[config.mk]
export PLATFORM = sky130hd
export DESIGN_NAME = i2c_reg_ctrl
export DESIGN_NICKNAME = d
export VERILOG_FILES = /design/src/rtl/i2c_reg_pkg.sv /design/src/rtl/i2c_regfile.sv /design/src/rtl/i2c_reg_ctrl.sv
export SDC_FILE = /design/constraint.sdc
export NUM_CORES = 1
export LEC_CHECK = 0
export BUFFER_PORTS_ARGS = -buffer_cell sky130_fd_sc_hd__buf_2
export CORE_MARGIN = 2
export CORE_UTILIZATION = 55
export DETAILED_ROUTE_END_ITERATION = 8
export PLACE_DENSITY_LB_ADDON = 0.1
export SLEW_MARGIN = 10
export SYNTH_ARGS = -nofsm -noshare
export SYNTH_HDL_FRONTEND = slang
export SYNTH_SLANG_ARGS = --single-unit
[constraint.sdc]
create_clock -name clk -period 2.4 [get_ports clk]
set_input_delay 0.12 -clock clk [delete_from_list [all_inputs] [get_ports clk]]
set_output_delay 0.12 -clock clk [all_outputs]
set_load 0.02 [all_outputs]
[src/rtl/i2c_reg_pkg.sv]
// Shared definitions for the I2C register-pointer controller and its register bank.
package i2c_reg_pkg;

  // Width of one register and of one I2C data byte.
  localparam int BYTE_W = 8;

  // Transaction sequencer states; the numeric values are visible on the debug port.
  typedef enum logic [1:0] {
    ST_IDLE  = 2'd0,  // no transaction addressed to us
    ST_PTR   = 2'd1,  // next received byte loads the register pointer
    ST_WDATA = 2'd2,  // received bytes are written to reg[ptr]
    ST_RDATA = 2'd3   // master is reading; received bytes are a protocol error
  } state_t;

endpackage

[src/rtl/i2c_regfile.sv]
// DEPTH x 8 register bank: one write port, two asynchronous read ports
// (transmit path and host path), every register resets to INIT.
module i2c_regfile
  import i2c_reg_pkg::*;
#(
  parameter int                DEPTH = 8,
  parameter logic [BYTE_W-1:0] INIT  = 8'h00,
  localparam int               AW    = $clog2(DEPTH)
) (
  input  logic              clk,
  input  logic              rst,
  input  logic              we,
  input  logic [AW-1:0]     waddr,
  input  logic [BYTE_W-1:0] wdata,
  input  logic [AW-1:0]     tx_addr,
  output logic [BYTE_W-1:0] tx_rdata,
  input  logic [AW-1:0]     host_addr,
  output logic [BYTE_W-1:0] host_rdata
);

  logic [BYTE_W-1:0] mem [DEPTH];

  // One flop group per register so each can be reset to INIT independently of any RAM inference.
  for (genvar gi = 0; gi < DEPTH; gi++) begin : g_reg
    logic [BYTE_W-1:0] q_reg;

    // Load this register when the shared write port targets it.
    always_ff @(posedge clk or negedge rst) begin
      if (!rst) begin
        q_reg <= INIT;
      end else if (we && (waddr == AW'(gi))) begin
        q_reg <= wdata;
      end
    end

    assign mem[gi] = q_reg;
  end

  assign tx_rdata   = mem[tx_addr];
  assign host_rdata = mem[host_addr];

endmodule

[src/rtl/i2c_reg_ctrl.sv]
// Register-pointer controller: sequences I2C byte strobes into pointer loads,
// auto-incrementing register writes and reads, and arbitrates the register
// bank between I2C (priority) and a local host port.
module i2c_reg_ctrl
  import i2c_reg_pkg::*;
#(
  parameter int                DEPTH   = 8,
  parameter logic [BYTE_W-1:0] INIT    = 8'h00,
  parameter logic [DEPTH-1:0]  RO_MASK = '0,
  localparam int               AW      = $clog2(DEPTH)
) (
  input  logic              clk,
  input  logic              rst,
  input  logic              txn_start,
  input  logic              txn_stop,
  input  logic              rx_valid,
  input  logic [BYTE_W-1:0] rx_data,
  input  logic              tx_req,
  output logic [BYTE_W-1:0] tx_data,
  output logic              tx_valid,
  input  logic              host_req,
  input  logic              host_we,
  input  logic [AW-1:0]     host_addr,
  input  logic [BYTE_W-1:0] host_wdata,
  output logic              host_ack,
  output logic [BYTE_W-1:0] host_rdata,
  output logic [AW-1:0]     ptr,
  output logic [1:0]        state,
  output logic              err
);

  state_t            state_reg, state_next;
  logic [AW-1:0]     ptr_reg, ptr_next;
  logic              err_reg, err_next;
  logic [BYTE_W-1:0] tx_data_reg;
  logic              host_ack_reg;
  logic [BYTE_W-1:0] host_rdata_reg;

  logic              i2c_wr_cycle;  // an I2C data byte arrives in WDATA (even if read-only)
  logic              i2c_we;        // ...and it actually lands in the bank
  logic              host_sel;      // host access granted this cycle

  logic              rf_we;
  logic [AW-1:0]     rf_waddr;
  logic [BYTE_W-1:0] rf_wdata;
  logic [BYTE_W-1:0] rf_tx_rdata;
  logic [BYTE_W-1:0] rf_host_rdata;

  // Byte action for the current state first, then START/STOP override the next state.
  always_comb begin
    state_next   = state_reg;
    ptr_next     = ptr_reg;
    err_next     = err_reg;
    i2c_wr_cycle = 1'b0;
    i2c_we       = 1'b0;

    if (rx_valid) begin
      case (state_reg)
        ST_PTR: begin
          ptr_next   = rx_data[AW-1:0];
          state_next = ST_WDATA;
        end
        ST_WDATA: begin
          i2c_wr_cycle = 1'b1;
          i2c_we       = !RO_MASK[ptr_reg];
          ptr_next     = ptr_reg + AW'(1);
        end
        ST_RDATA: begin
          err_next = 1'b1;
        end
        default: ;
      endcase
    end else if (tx_req && (state_reg != ST_IDLE)) begin
      ptr_next   = ptr_reg + AW'(1);
      state_next = ST_RDATA;
    end

    if (txn_start) begin
      state_next = ST_PTR;
    end
    if (txn_stop) begin
      state_next = ST_IDLE;
    end
  end

  // Host only gets the write port in cycles without an incoming I2C data byte;
  // the held request is masked while its ack is showing so it is served once.
  always_comb begin
    host_sel = host_req && !host_ack_reg && !i2c_wr_cycle;
    rf_we    = i2c_we || (host_sel && host_we);
    rf_waddr = i2c_we ? ptr_reg : host_addr;
    rf_wdata = i2c_we ? rx_data : host_wdata;
  end

  // Sequencer, pointer, sticky error, transmit byte and host response registers.
  always_ff @(posedge clk or negedge rst) begin
    if (!rst) begin
      state_reg      <= ST_IDLE;
      ptr_reg        <= '0;
      err_reg        <= 1'b0;
      tx_data_reg    <= INIT;
      host_ack_reg   <= 1'b0;
      host_rdata_reg <= '0;
    end else begin
      state_reg    <= state_next;
      ptr_reg      <= ptr_next;
      err_reg      <= err_next;
      tx_data_reg  <= rf_tx_rdata;
      host_ack_reg <= host_sel;
      if (host_sel && !host_we) begin
        host_rdata_reg <= rf_host_rdata;
      end
    end
  end

  i2c_regfile #(
    .DEPTH (DEPTH),
    .INIT  (INIT)
  ) u_regfile (
    .clk        (clk),
    .rst        (rst),
    .we         (rf_we),
    .waddr      (rf_waddr),
    .wdata      (rf_wdata),
    .tx_addr    (ptr_reg),
    .tx_rdata   (rf_tx_rdata),
    .host_addr  (host_addr),
    .host_rdata (rf_host_rdata)
  );

  assign tx_data    = tx_data_reg;
  assign tx_valid   = (state_reg != ST_IDLE);
  assign host_ack   = host_ack_reg;
  assign host_rdata = host_rdata_reg;
  assign ptr        = ptr_reg;
  assign state      = state_reg;
  assign err        = err_reg;

endmodule

==> flow_summary.yaml <==
run_status:
  status: "finished clean"
clock_tree:
  numCtsBuffers: 9
  root_buffer: "clkbuf_8"
  insertion_delay_ps: 360
  cts_setup_buffers: 0
  h-tree-depth: 3
  clk_path_buf_depth: 2
  path_clk_slew_ps: 90
  clock-sinks: 87
  cts_tree: "built"
sta:
  min_period_ps: 2180
  final_max_slew_viol_count: 0
  period_share: 0.908
  setup_violations: 0
  max_freq_mhz: 459
  rsz0062_at_grt: "no"
  tns_ps: 0
  hold_viol: 0
  tightest_slew_ps: 978
  skew_ps: 5.97
  slew_headroom: 0.345
power:
  p_leak_uw: 0.00252
  power.density_nw_per_um2: 1030
  vdd_drop_max_mv: 0.516
global_route:
  track_usage: 0.270
  grt_pass1_vias: 3108
  grt_pass1_wl_um: 17600
  overflow: 0
  grt_max_degree: 46
  grt_antenna_before_repair: 0
detailed_routing:
  met2_length_um: 5400
  first_pass_iters: 4
  ant_nets: 0
  wl_um: 11300
  drt-met1-wl_um: 5160
  avgRoutedWirePerCell_um: 20.9
  vias_per_cell: 5.91
  vias: 3202
  routed.top_layer: "met4"
  dr.first_iter.drc_count: 149
  wl_met3_um: 481
  drc_errors: 0
die:
  ios: 51
  die_h_um: 94.8
  start_util: 0.561
  rows: 33
  dieArea_um2: 8990
  core_area_um2: 8090
  die_x_um: 94.8
worst_setup_path:
  worstSetupPathType: "register to register"
  critical_path.max_fanout: 8
  required_ps: 2650
  critPathLaunchType: "register"
  r2r-start: "host_ack$_DFF_PN0_"
  reg2reg_to: "u_regfile.g_reg[2].q_reg[3]$_DFFE_PN0P_"
  r2r_slack_ps: 220
  worstSetupEndpointType: "register"
  r2r_cells: 4
  arrival_ps: 2430
  cp-startpoint: "host_ack$_DFF_PN0_"
final_layout:
  fin_nets: 460
  drive_gt1_frac: 0.407
  antennaDiodeCount: 0
  stdcell_area_um2: 5260
  largest_reg_flops: 64
  synthToLayoutAreaGrowth_pct: 15.9
synthesis:
  yosysMostFrequentCell: "dfrtp_1"
  ys_top_cells_by_area: "dfrtp_1 (48%), mux2_2 (14%), mux4_2 (7.9%)"
  synthTopCellsByCount: "dfrtp_1 (87), mux2_2 (56), nand2_1 (55)"
  syn_area_um2: 4540
  synth_top_area_frac: 0.480
  synth_area_per_cell_um2: 12.4
  synth_seq_area_share: 0.480
  ys_async_sr_fraction: 1.00
  yosys.cell_types.count: 38
  synth_edf_count: 0
  yosysTopAreaCell: "dfrtp_1"
  syn_inst: 365
  synth_seq_cells: 87
  syn_nets: 393
  synth-main-ff-cell: "dfrtp_1"
  yosysWarnings: 0
placed_design:
  gp_congestion: 0.814
  hpwl_um: 7820
  io_buffers: 50
  dpl_cell_area_um2: 5020
worst_hold_path:
  min_to: "host_ack$_DFF_PN0_"
  min_path_type: "input port to register"
  min_path_cells: 3
  hp-start: "host_req"
run:
  maxCapViolCount: 0
[how the worst max path moves through the flow]
stage                                               to  slack [ps]  cells after the start
3_3_place_gp   u_regfile.g_reg[4].q_reg[4]$_DFFE_PN0P_         280                      5
3_5_place_dp   u_regfile.g_reg[2].q_reg[3]$_DFFE_PN0P_         240                      4
4_1_cts        u_regfile.g_reg[2].q_reg[3]$_DFFE_PN0P_         230                      4
2_1_floorplan  u_regfile.g_reg[3].q_reg[0]$_DFFE_PN0P_         380                      6
6_report       u_regfile.g_reg[2].q_reg[3]$_DFFE_PN0P_         220                      4
5_1_grt        u_regfile.g_reg[4].q_reg[1]$_DFFE_PN0P_         140                      5
[report_power, final]
| group | leakage, µW | switching (µW) | internal [µW] |
|---|---|---|---|
| clock | 0.000104 | 532 | 589 |
| combinational | 0.00133 | 932 | 991 |
| sequential | 0.00108 | 367 | 1980 |
| total | 0.00252 | 1830 | 3560 |
[through the flow]
stage	hold slack, ps	instances	setup slack, ps	total power [µW]	util
global route	39.9	542	137	5680	0.650
floorplan	-176	365	384	3680	-
finish	27.1	542	222	5390	0.650
detailed placement	173	523	239	4300	0.620
CTS	28.1	542	228	5410	0.650
global placement	174	523	280	4230	0.620
[logic make-up (layout without fill, tap and decap cells)]
family,Yosys count,count (layout),synth area share
and+or+nand+nor,83,83,0.0838
buffers and inverters,35,107,0.0345
muxes,115,115,0.322
DFF,87,87,0.480
adders and majority gates,1,1,0.00276
AOI/OAI and AO/OA,44,44,0.0772
[what timing repair did]
item                                   4_1_cts  5_1_grt
endpoints found under the hold margin       46        0
gates resized for setup                      0        0
hold buffers                                 3        0
[critical path, stage by stage, from the launching register on]
cell and delay (ps):
dfrtp_1 400, nand2b_4 150, or3b_1 500, o32ai_4 610, mux2_2 410
[metal layers]
layer / GRT usage / vias up
met4: 0.0954 / 0
met5: 0 / -
li1: - / 1471
met2: 0.422 / 78
met1: 0.392 / 1636
met3: 0.0351 / 17
[layout make-up]
cell class	instances	area, µm²
multi-input combinational	243	2200
inverter	12	45.0
timing repair buffer	79	490
clock buffer	11	131
tap	105	131
fill	667	2830
sequential	87	2180
clock inverter	5	81.3
[cell usage in the layout (no fill, tap or decap), drive strengths merged, types with 8 or more instances in the layout]
master,instances
dfrtp,87
buf,76
mux2,64
nand2,55
mux2i,35
mux4,16
a22oi,16
inv,13
clkbuf,11
o21ai,9
nand3,8
No activity file was read; power rests on OpenSTA's default activity.
